## src/rtl/rbcp_stream_decoder.sv

```systemverilog
// rtl/rbcp_stream_decoder.sv - RBCP request parser, bus strobe sequencer and reply streamer
// Byte-stream in, one RBCP strobe per data byte, reply packet out; all outputs registered.
module rbcp_stream_decoder #(
    parameter int ACK_TIMEOUT = 255
) (
    input  logic        BUS_CLK,
    input  logic        BUS_RST,
    input  logic [7:0]  RX_DATA,
    input  logic        RX_VALID,
    input  logic        RX_LAST,
    output logic        RX_READY,
    output logic [7:0]  TX_DATA,
    output logic        TX_VALID,
    output logic        TX_LAST,
    input  logic        TX_READY,
    output logic        RBCP_ACT,
    output logic [31:0] RBCP_ADDR,
    output logic [7:0]  RBCP_WD,
    output logic        RBCP_WE,
    output logic        RBCP_RE,
    input  logic        RBCP_ACK,
    input  logic [7:0]  RBCP_RD,
    output logic        TIMEOUT_ERR,
    output logic        FORMAT_ERR
);

    typedef enum logic [3:0] {
        S_HDR, S_DROP, S_TX_HDR, S_WR_RX, S_WR_BUS, S_WR_TX, S_RD_BUS, S_RD_TX, S_DRAIN
    } state_t;

    localparam logic [15:0] WAIT_LAST = 16'(ACK_TIMEOUT - 1);

    state_t      state_q, state_d;
    logic [2:0]  hdr_idx_q, hdr_idx_d;
    logic        is_wr_q, is_wr_d;
    logic [7:0]  id_q, id_d;
    logic [7:0]  len_q, len_d;
    logic [31:0] base_q, base_d;
    logic [7:0]  idx_q, idx_d;
    logic        last_seen_q, last_seen_d;
    logic        trunc_q, trunc_d;
    logic [15:0] wait_cnt_q, wait_cnt_d;
    logic        act_clr_q, act_clr_d;
    logic        rx_ready_q, rx_ready_d;
    logic [7:0]  tx_data_q, tx_data_d;
    logic        tx_valid_q, tx_valid_d;
    logic        tx_last_q, tx_last_d;
    logic        act_q, act_d;
    logic [31:0] addr_q, addr_d;
    logic [7:0]  wd_q, wd_d;
    logic        we_q, we_d;
    logic        re_q, re_d;
    logic        tout_err_q, tout_err_d;
    logic        fmt_err_q, fmt_err_d;

    logic        rx_fire, tx_fire, idx_is_last, bad;
    logic [2:0]  hdr_nxt;
    logic [7:0]  hdr_nxt_byte, idx_next;

    assign rx_fire     = RX_VALID & rx_ready_q;
    assign tx_fire     = tx_valid_q & TX_READY;
    assign idx_is_last = (idx_q == len_q - 8'd1);
    assign idx_next    = idx_q + 8'd1;
    assign hdr_nxt     = hdr_idx_q + 3'd1;

    always_comb begin
        case (hdr_nxt)
            3'd1:    hdr_nxt_byte = is_wr_q ? 8'h88 : 8'hC8;
            3'd2:    hdr_nxt_byte = id_q;
            3'd3:    hdr_nxt_byte = len_q;
            3'd4:    hdr_nxt_byte = base_q[31:24];
            3'd5:    hdr_nxt_byte = base_q[23:16];
            3'd6:    hdr_nxt_byte = base_q[15:8];
            3'd7:    hdr_nxt_byte = base_q[7:0];
            default: hdr_nxt_byte = 8'hFF;
        endcase
    end

    always_comb begin
        state_d     = state_q;
        hdr_idx_d   = hdr_idx_q;
        is_wr_d     = is_wr_q;
        id_d        = id_q;
        len_d       = len_q;
        base_d      = base_q;
        idx_d       = idx_q;
        last_seen_d = last_seen_q;
        trunc_d     = trunc_q;
        wait_cnt_d  = wait_cnt_q;
        act_clr_d   = 1'b0;
        tx_data_d   = tx_data_q;
        tx_valid_d  = tx_valid_q;
        tx_last_d   = tx_last_q;
        act_d       = act_clr_q ? 1'b0 : act_q;
        addr_d      = addr_q;
        wd_d        = wd_q;
        we_d        = 1'b0;
        re_d        = 1'b0;
        tout_err_d  = tout_err_q;
        fmt_err_d   = fmt_err_q;
        bad         = 1'b0;

        case (state_q)
            S_HDR: if (rx_fire) begin
                case (hdr_idx_q)
                    3'd0: bad = (RX_DATA != 8'hFF);
                    3'd1: begin
                        bad     = (RX_DATA != 8'h80) && (RX_DATA != 8'hC0);
                        is_wr_d = (RX_DATA == 8'h80);
                    end
                    3'd2: id_d = RX_DATA;
                    3'd3: begin
                        bad   = (RX_DATA == 8'h00);
                        len_d = RX_DATA;
                    end
                    default: base_d = {base_q[23:0], RX_DATA};
                endcase
                if (bad) begin
                    fmt_err_d = 1'b1;
                    hdr_idx_d = 3'd0;
                    state_d   = RX_LAST ? S_HDR : S_DROP;
                end else if (hdr_idx_q == 3'd7) begin
                    hdr_idx_d = 3'd0;
                    // A write that ends on its header carries no data at all: treated as truncated header.
                    if (RX_LAST && is_wr_q) begin
                        fmt_err_d = 1'b1;
                    end else begin
                        state_d     = S_TX_HDR;
                        act_d       = 1'b1;
                        tx_valid_d  = 1'b1;
                        tx_data_d   = 8'hFF;
                        tx_last_d   = 1'b0;
                        idx_d       = 8'd0;
                        last_seen_d = RX_LAST;
                        trunc_d     = 1'b0;
                    end
                end else if (RX_LAST) begin
                    fmt_err_d = 1'b1;
                    hdr_idx_d = 3'd0;
                end else begin
                    hdr_idx_d = hdr_nxt;
                end
            end
            S_DROP: if (rx_fire && RX_LAST) state_d = S_HDR;
            S_TX_HDR: if (tx_fire) begin
                if (hdr_idx_q == 3'd7) begin
                    hdr_idx_d  = 3'd0;
                    tx_valid_d = 1'b0;
                    if (is_wr_q) begin
                        state_d = S_WR_RX;
                    end else begin
                        state_d = S_RD_BUS;
                        re_d    = 1'b1;
                        addr_d  = base_q;
                    end
                end else begin
                    hdr_idx_d = hdr_nxt;
                    tx_data_d = hdr_nxt_byte;
                end
            end
            S_WR_RX: if (rx_fire) begin
                state_d     = S_WR_BUS;
                we_d        = 1'b1;
                wd_d        = RX_DATA;
                addr_d      = base_q + {24'h0, idx_q};
                last_seen_d = RX_LAST;
                if (RX_LAST && !idx_is_last) begin
                    trunc_d   = 1'b1;
                    fmt_err_d = 1'b1;
                end
            end
            S_WR_BUS, S_RD_BUS: begin
                // The strobe cycle itself never samples ACK.
                if (we_q || re_q) begin
                    wait_cnt_d = 16'd1;
                end else if (RBCP_ACK || (wait_cnt_q == WAIT_LAST)) begin
                    if (!RBCP_ACK) tout_err_d = 1'b1;
                    tx_valid_d = 1'b1;
                    tx_last_d  = idx_is_last;
                    act_clr_d  = idx_is_last || trunc_q;
                    if (state_q == S_WR_BUS) begin
                        tx_data_d = wd_q;
                        state_d   = S_WR_TX;
                    end else begin
                        tx_data_d = RBCP_ACK ? RBCP_RD : 8'h00;
                        state_d   = S_RD_TX;
                    end
                end else begin
                    wait_cnt_d = wait_cnt_q + 16'd1;
                end
            end
            S_WR_TX, S_RD_TX: if (tx_fire) begin
                if (idx_is_last) begin
                    tx_valid_d = 1'b0;
                    tx_last_d  = 1'b0;
                    state_d    = last_seen_q ? S_HDR : S_DRAIN;
                end else begin
                    idx_d = idx_next;
                    if (state_q == S_RD_TX) begin
                        tx_valid_d = 1'b0;
                        state_d    = S_RD_BUS;
                        re_d       = 1'b1;
                        addr_d     = base_q + {24'h0, idx_next};
                    end else if (trunc_q) begin
                        tx_data_d = 8'h00;
                        tx_last_d = (idx_next == len_q - 8'd1);
                    end else begin
                        tx_valid_d = 1'b0;
                        state_d    = S_WR_RX;
                    end
                end
            end
            S_DRAIN: if (rx_fire) begin
                fmt_err_d = 1'b1;
                if (RX_LAST) state_d = S_HDR;
            end
            default: state_d = S_HDR;
        endcase

        rx_ready_d = (state_d == S_HDR) || (state_d == S_DROP) || (state_d == S_WR_RX) ||
                     ((state_d == S_DRAIN) && !last_seen_d);
    end

    always_ff @(posedge BUS_CLK) begin
        if (BUS_RST) begin
            state_q     <= S_HDR;
            hdr_idx_q   <= 3'd0;
            is_wr_q     <= 1'b0;
            id_q        <= 8'd0;
            len_q       <= 8'd0;
            base_q      <= 32'd0;
            idx_q       <= 8'd0;
            last_seen_q <= 1'b0;
            trunc_q     <= 1'b0;
            wait_cnt_q  <= 16'd0;
            act_clr_q   <= 1'b0;
            rx_ready_q  <= 1'b0;
            tx_data_q   <= 8'd0;
            tx_valid_q  <= 1'b0;
            tx_last_q   <= 1'b0;
            act_q       <= 1'b0;
            addr_q      <= 32'd0;
            wd_q        <= 8'd0;
            we_q        <= 1'b0;
            re_q        <= 1'b0;
            tout_err_q  <= 1'b0;
            fmt_err_q   <= 1'b0;
        end else begin
            state_q     <= state_d;
            hdr_idx_q   <= hdr_idx_d;
            is_wr_q     <= is_wr_d;
            id_q        <= id_d;
            len_q       <= len_d;
            base_q      <= base_d;
            idx_q       <= idx_d;
            last_seen_q <= last_seen_d;
            trunc_q     <= trunc_d;
            wait_cnt_q  <= wait_cnt_d;
            act_clr_q   <= act_clr_d;
            rx_ready_q  <= rx_ready_d;
            tx_data_q   <= tx_data_d;
            tx_valid_q  <= tx_valid_d;
            tx_last_q   <= tx_last_d;
            act_q       <= act_d;
            addr_q      <= addr_d;
            wd_q        <= wd_d;
            we_q        <= we_d;
            re_q        <= re_d;
            tout_err_q  <= tout_err_d;
            fmt_err_q   <= fmt_err_d;
        end
    end

    assign RX_READY    = rx_ready_q;
    assign TX_DATA     = tx_data_q;
    assign TX_VALID    = tx_valid_q;
    assign TX_LAST     = tx_last_q;
    assign RBCP_ACT    = act_q;
    assign RBCP_ADDR   = addr_q;
    assign RBCP_WD     = wd_q;
    assign RBCP_WE     = we_q;
    assign RBCP_RE     = re_q;
    assign TIMEOUT_ERR = tout_err_q;
    assign FORMAT_ERR  = fmt_err_q;

endmodule

```

## config.mk

```make
export PLATFORM = sky130hd
export DESIGN_NAME = rbcp_stream_decoder
export DESIGN_NICKNAME = d
export VERILOG_FILES = /design/src/rtl/rbcp_stream_decoder.sv
export SDC_FILE = /design/constraint.sdc
export NUM_CORES = 1
export LEC_CHECK = 0
export CAP_MARGIN = 20
export CORE_AREA = 2 2 111 140
export CTS_CLUSTER_SIZE = 14
export DETAILED_ROUTE_END_ITERATION = 10
export DIE_AREA = 0 0 113 142
export HOLD_SLACK_MARGIN = 0.05
export MAX_ROUTING_LAYER = met4
export PLACE_DENSITY = 0.76
export SETUP_SLACK_MARGIN = 0.4
export SLEW_MARGIN = 25
export SYNTH_ARGS = -nofsm -noshare
export SYNTH_HDL_FRONTEND = slang
export SYNTH_SLANG_ARGS = --single-unit
```

## constraint.sdc

```tcl
create_clock -name BUS_CLK -period 5 [get_ports BUS_CLK]
set_input_delay 1 -clock BUS_CLK [delete_from_list [all_inputs] [get_ports BUS_CLK]]
set_output_delay 1 -clock BUS_CLK [all_outputs]
set_load 0.05 [all_outputs]
```

==> reports/results.ini, run 1 <==
[global_route]
antenna_found_initial=0
grt_max_degree=92
grt_overflow=0
grt_use_total=0.294
grt_pass1_wl_um=36900
grt_pass1_vias=7256

[cells_and_area]
final_area_sq_mm=0.00942
n_fill_cell=1278
diodes=0
drive_above_1_share=0.0691
area.growth.synth_to_final_pct=18.1
finalNetCount=1073

[status]
failed_checks=DRC
status=finished with violations

[timing]
rsz0062_at_grt=no
finalCriticalPeriod_ns=4.28
hold_viol=0
setup_viol=0
finalCritPeriodShare=0.857
final.setup.tns_ns=0
drv_slew=0
clock.fmax_mhz=233
finClkSkew_ns=0.00807
worst_pin_slew_ns=0.970
slew_headroom=0.354

[setup_path]
crit_path_end_kind=flip-flop
max_stage_delay_ns=0.72
start_kind=flip-flop
ff2ff_path_depth=15
crit_fanout=16
crit_arrival_ns=4.63
path_class=reg2reg
cp_slowest_cell=a2111oi_4
crit_chain=inv_1 -> nor2_1 -> nand2_1 -> buf_4 -> inv_1 -> nand2_1 -> xnor2_1 -> ha_1 -> o21ai_0 -> a21oi_1 -> nor2_1 -> a2111oi_4 -> nand4_1 -> xor2_1 -> a211oi_2
cp_data_required_time_ns=5.34

[detailed_routing]
vias=7513
routed_via_density=6.14
post-route-drc-count=3
final_antenna_net_count=0
drt_iter0_drc=698
wl_per_cell_um=18.7
wl_um=22900
first_pass_iters=8

[clocking]
path_clk_slew_ns=0.06
cts_resized=0
tritoncts=built
worstSkewPairLatency_ns=0.43
cts_buffer_depth=2
root_buffer=clkbuf_16
cts_htree_levels=4
clock-sinks=139
cts_buffers=17
postCtsSetupRepairBufs=0
cts_hold_buffers=0

[synth]
yosysWarnings=0
synth_edf_count=0
synth_ff_type=dfxtp_1
synth_cell_type_count=82
synth_nets=1036
syn_area_per_cell_sq_um=8.04
seq_area_frac_synth=0.349
async_flop_share=0
ys_ff_latch=139
syn_inst=992
syn_area_sq_mm=0.00798

[placed_design]
placed_cell_area_sq_mm=0.00873
port_buffers=77
dp_hpwl_um=15900
gp_congestion=0.977

[flow_run]
cap_violations=0

[floorplan]
start_util=0.540
boundaryPins=78
rows=50
fp.dieH_um=142
die-width_um=113
die-area_sq_mm=0.0160
coreArea_sq_mm=0.0148

[pwr]
p_leak_nw=3.28
p_per_area_mw_per_mm2=283
ir_worst_vdd_mv=0.215

[min_path]
hold_path.class=reg2reg
hold-path-cell-count=2

[routing by layer]
layer  vias to the layer above  global-route usage  share of wire
met5                         -                   -              0
met4                         0               0.130          0.037
met3                        61              0.0498          0.049
met2                       259               0.490           0.50
met1                      3588               0.348           0.42
li1                       3605                   -              -
[power by group]
group,switching [W],internal [W]
Combinational,0.0000532,0.0000274
Clock,0.000502,0.000976
Sequential,0.00000279,0.00111
Total,0.000557,0.00211
[final timing paths]
| kind | from | to | slack, ns |
|---|---|---|---|
| hold / removal | FORMAT_ERR | FORMAT_ERR | 0.48 |
| setup reg to reg | state_q[2] | RBCP_ADDR[29] | 0.72 |
| setup / recovery | state_q[2] | RBCP_ADDR[29] | 0.72 |
| hold reg to reg | FORMAT_ERR | FORMAT_ERR | 0.48 |
[kinds of logic (layout without fill, tap and decap cells)]
logic type	Yosys count	after routing	share of synthesized area
XOR/XNOR	64	64	0.0720
AO/OA/AOI/OAI	245	245	0.219
adder cells (fa/ha/maj)	22	22	0.0355
flip-flops	139	139	0.349
multiplexers	25	25	0.0322
AND/OR/NAND/NOR	402	402	0.240
buffers and inverters	95	145	0.0518
[cell usage after synthesis, types with 3 or more instances]
library cell,instances,area (sq um)
or4_1,3,22.5
o22ai_1,3,18.8
a311oi_1,3,26.3
a221o_1,8,80.1
nand4_1,15,93.8
clkbuf_1,50,188
nor4_1,5,31.3
mux2i_1,20,200
and3_1,20,125
buf_6,5,56.3
o21ai_0,27,135
o221ai_1,4,35.0
a21oi_1,79,395
xor2_1,40,350
a21o_1,4,30.0
o211ai_1,11,82.6
and4_1,3,26.3
nor2_1,115,432
xnor2_1,23,201
nor3_1,15,75.1
mux2_2,5,56.3
ha_1,21,263
o31ai_1,5,37.5
a221oi_1,7,61.3
dfxtp_1,139,2780
or3_1,4,25.0
and2_1,7,43.8
a31oi_1,12,75.1
nor2b_1,25,156
nand2b_1,4,25.0
nand2_1,133,499
nand3_1,37,185
inv_1,29,109
buf_2,8,40.0
a211oi_1,34,255
a22oi_1,8,60.1
[worst max-delay path: cells and delay by family (launching register included)]
family	cells	cell delay, ns
buffers and inverters	3	0.75
AO/OA/AOI/OAI	4	1.21
flip-flops	1	0.59
adder cells (fa/ha/maj)	1	0.36
AND/OR/NAND/NOR	5	0.90
XOR/XNOR	2	0.40
[metrics by stage]
step / setup WS [ns] / util / power (W) / instances / hold slack (ns)
after global placement: 1.04 / 0.591 / 0.00122 / 1192 / 0.465
after floorplan: 1.60 / - / 0.00118 / 992 / 0.452
after global routing: 0.485 / 0.638 / 0.00274 / 1224 / 0.506
final: 0.715 / 0.638 / 0.00267 / 1224 / 0.484
after detailed placement: 0.877 / 0.591 / 0.00122 / 1192 / 0.472
after CTS: 0.794 / 0.637 / 0.00267 / 1224 / 0.488
[registers in the layout, indices dropped and copies added (netlist names), 3 cells and up]
signal      cells
TX_DATA         8
wait_cnt_q     16
len_q           8
RBCP_WD         8
state_q         4
RBCP_ADDR      32
idx_q           8
id_q            8
hdr_idx_q       3
base_q         32
[cells in the final DEF, fill, tap and decap left out, types with 6 or more instances in the layout]
master           instances
a221oi_1                 7
clkbuf_16               17
a22oi_1                  8
a31oi_1                 12
buf_4                    8
o21ai_0                 27
a21oi_1                 79
xor2_1                  40
and2_1                   7
dfxtp_1                138
bufinv_16                6
a221o_1                  8
o211ai_1                11
ha_1                    21
and3_1                  20
nand2_1                133
xnor2_1                 23
nor2_1                 115
mux2i_1                 20
nand3_1                 37
nor2b_1                 25
clkdlybuf4s50_1         76
a211oi_1                34
nor3_1                  14
nand4_1                 15
inv_1                   29
[layout make-up]
cell class	count	area, sq um	area share
Inverter	29	109	0.0116
Clock inverter	10	209	0.0222
Sequential cell	139	2780	0.295
Multi-Input combinational cell	758	4800	0.509
Tap cell	182	228	0.0242
Timing Repair Buffer	84	821	0.0871
Clock buffer	22	474	0.0503
Power figures use the tool's default switching activity.
==> inputs of run 2 (changes only) <==
--- a/config.mk
+++ b/config.mk
@@ -6,10 +6,10 @@
 export NUM_CORES = 1
 export LEC_CHECK = 0
 export CAP_MARGIN = 20
-export CORE_AREA = 2 2 111 140
+export CORE_AREA = 2 2 174 91
 export CTS_CLUSTER_SIZE = 14
 export DETAILED_ROUTE_END_ITERATION = 10
-export DIE_AREA = 0 0 113 142
+export DIE_AREA = 0 0 176 93
 export HOLD_SLACK_MARGIN = 0.05
 export MAX_ROUTING_LAYER = met4
 export PLACE_DENSITY = 0.76
==> reports/results.ini, run 2 (same netlist as run 1, synthesis figures left out) <==
[timing]
worst_pin_slew_ns=0.860  ; -0.109 ns
slew_headroom=0.427  ; +0.0730
finClkSkew_ns=0.00924  ; +0.00117 ns
hold_viol=0  ; unchanged
finalCriticalPeriod_ns=4.20  ; -0.0884 ns
setup_viol=0  ; unchanged
fin_ws_ns=0.803  ; +0.0884 ns
finalCritPeriodShare=0.839  ; -0.0177
rsz0062_at_grt=no
drv_slew=0  ; unchanged
clock.fmax_mhz=238  ; +2.1%
final.setup.tns_ns=0  ; unchanged

[placed_design]
dp_hpwl_um=17000  ; +7.0%
pre_cts_slack_ns=0.974  ; +0.0965 ns
place_inst=1217  ; +2.1%
port_buffers=77  ; unchanged
gp_congestion=1.04  ; +6.0%

[global_route]
grt_pass1_vias=6914  ; -4.7%
grt_use_total=0.308  ; +0.0147
grt_pass1_wl_um=38200  ; +3.6%
grt_max_degree=81  ; -12%
grt_overflow=0  ; unchanged
antenna_found_initial=0  ; unchanged

[floorplan]
boundaryPins=78  ; unchanged
die-width_um=176  ; +56%
fp.dieH_um=93  ; -35%
start_util=0.534  ; -0.00616
die-area_sq_mm=0.0164  ; +2.0%
rows=32  ; -36%
coreArea_sq_mm=0.0149  ; +1.2%

[setup_path]
max_stage_delay_ns=0.72  ; about the same
crit_fanout=13  ; -3
crit_chain=inv_1 -> nor2_1 -> nand2_1 -> inv_1 -> nand2_1 -> xnor2_1 -> ha_1 -> o21ai_0 -> a21oi_1 -> nor2_1 -> a2111oi_4 -> nand4_1 -> xor2_1 -> a211oi_2
cp_slowest_cell=a2111oi_4
path_class=reg2reg
start_kind=flip-flop
crit_path_end_kind=flip-flop
cp_data_required_time_ns=5.35  ; about the same
crit_arrival_ns=4.54  ; -0.09 ns
ff2ff_path_depth=14  ; -1

[detailed_routing]
final_antenna_net_count=0  ; unchanged
first_pass_iters=7  ; -1
routed_via_density=6.19  ; +0.83%
wl_um=24100  ; +4.9%
drt_iter0_drc=1019  ; +46%
post-route-drc-count=0  ; -3
vias=7730  ; +2.9%
wl_per_cell_um=19.3  ; +2.8%

[status]
status=finished clean

[cells_and_area]
regArea_sq_mm=0.00278  ; unchanged
final_common_cell=dfxtp_1
n_fill_cell=1263  ; -1.2%
multi_input_area_sq_mm=0.00480  ; unchanged
diodes=0  ; unchanged
final_cells=1249  ; +2.0%
finalNetCount=1076  ; +0.28%
area.growth.synth_to_final_pct=18.1  ; unchanged
mostFrequentLayoutCells=138 x dfxtp_1, 133 x nand2_1, 115 x nor2_1
drive_above_1_share=0.0727  ; +0.00363

[flow_run]
cap_violations=0  ; unchanged

[clocking]
root_buffer=clkbuf_16
clock-sinks=139  ; unchanged
path_clk_slew_ns=0.06  ; about the same
cts_resized=0  ; unchanged
cts_buffer_depth=2  ; unchanged
cts_htree_levels=4  ; unchanged
cts_hold_buffers=0  ; unchanged
tritoncts=built
cts_buffers=17  ; unchanged
worstSkewPairLatency_ns=0.43  ; about the same
postCtsSetupRepairBufs=0  ; unchanged

[pwr]
p_leak_nw=3.27  ; -0.49%
ir_worst_vdd_mv=0.218  ; +1.7%
finalPower_w=0.00258  ; -3.4%
p_per_area_mw_per_mm2=274  ; -3.4%

[min_path]
hold_path.class=reg2reg
hold-path-cell-count=2  ; unchanged

-- run 2: cell types whose count changed in the layout (fill, tap and decap cells not counted) --
| cell | previous run | this run |
|---|---|---|
| buf_4 | 8 | 11 |
| bufinv_16 | 6 | 4 |
| clkbuf_8 | 3 | 1 |
| clkinvlp_4 | 2 | 4 |
| inv_6 | 1 | 3 |
| clkbuf_1 | 2 | 1 |
| clkinv_4 | 0 | 1 |
-- run 2: critical path, delay by kind of cell, from the launching register on --
kind / cells / cell delay (ns)
compound gates: 4 / 1.24
buf+inv: 2 / 0.53
xor+xnor: 2 / 0.38
fa+ha+maj: 1 / 0.36
flops: 1 / 0.60
simple gates: 5 / 1.01
-- run 2: layout make-up --
class | count | share of cell area
tap | 204 | 0.0271
multi-input combinational | 758 | 0.509
clock inverter | 13 | 0.0202
sequential | 139 | 0.295
timing repair buffer | 87 | 0.0895
inverter | 29 | 0.0116
clock buffer | 19 | 0.0470
-- run 2: report_power, final --
part	internal (W)	switching [W]	leakage (nW)
clock network	0.000852	0.000528	0.297
registers	0.00111	0.00000293	1.12
logic	0.0000289	0.0000585	1.85
total	0.00199	0.000589	3.27
-- run 2: path summary, 6_finish.rpt --
kind / start / slack (ns) / endpoint
hold / removal: RBCP_WD[2] / 0.48 / RBCP_WD[2]
setup / recovery: state_q[2] / 0.80 / RBCP_ADDR[29]
setup reg to reg: state_q[2] / 0.80 / RBCP_ADDR[29]
hold reg to reg: RBCP_WD[2] / 0.48 / RBCP_WD[2]
-- run 2: through the flow --
stage / cell area (sq um) / utilization / hold WS, ns
4_1_cts: 9410 / 0.630 / 0.478
6_report: 9420 / 0.631 / 0.479
3_5_place_dp: 8780 / 0.588 / 0.468
5_1_grt: 9420 / 0.631 / 0.509
3_3_place_gp: 8780 / 0.588 / 0.456
2_1_floorplan: 7980 / - / 0.452
-- run 2: routing by layer --
metal / wire [um] / vias up / track usage / share of wire
met5: 0 / - / - / 0
met3: 3140 / 21 / 0.0882 / 0.13
met1: 11800 / 3596 / 0.479 / 0.49
li1: - / 3637 / - / -
met4: 198 / 0 / 0.0599 / 0.0082
met2: 8880 / 476 / 0.384 / 0.37
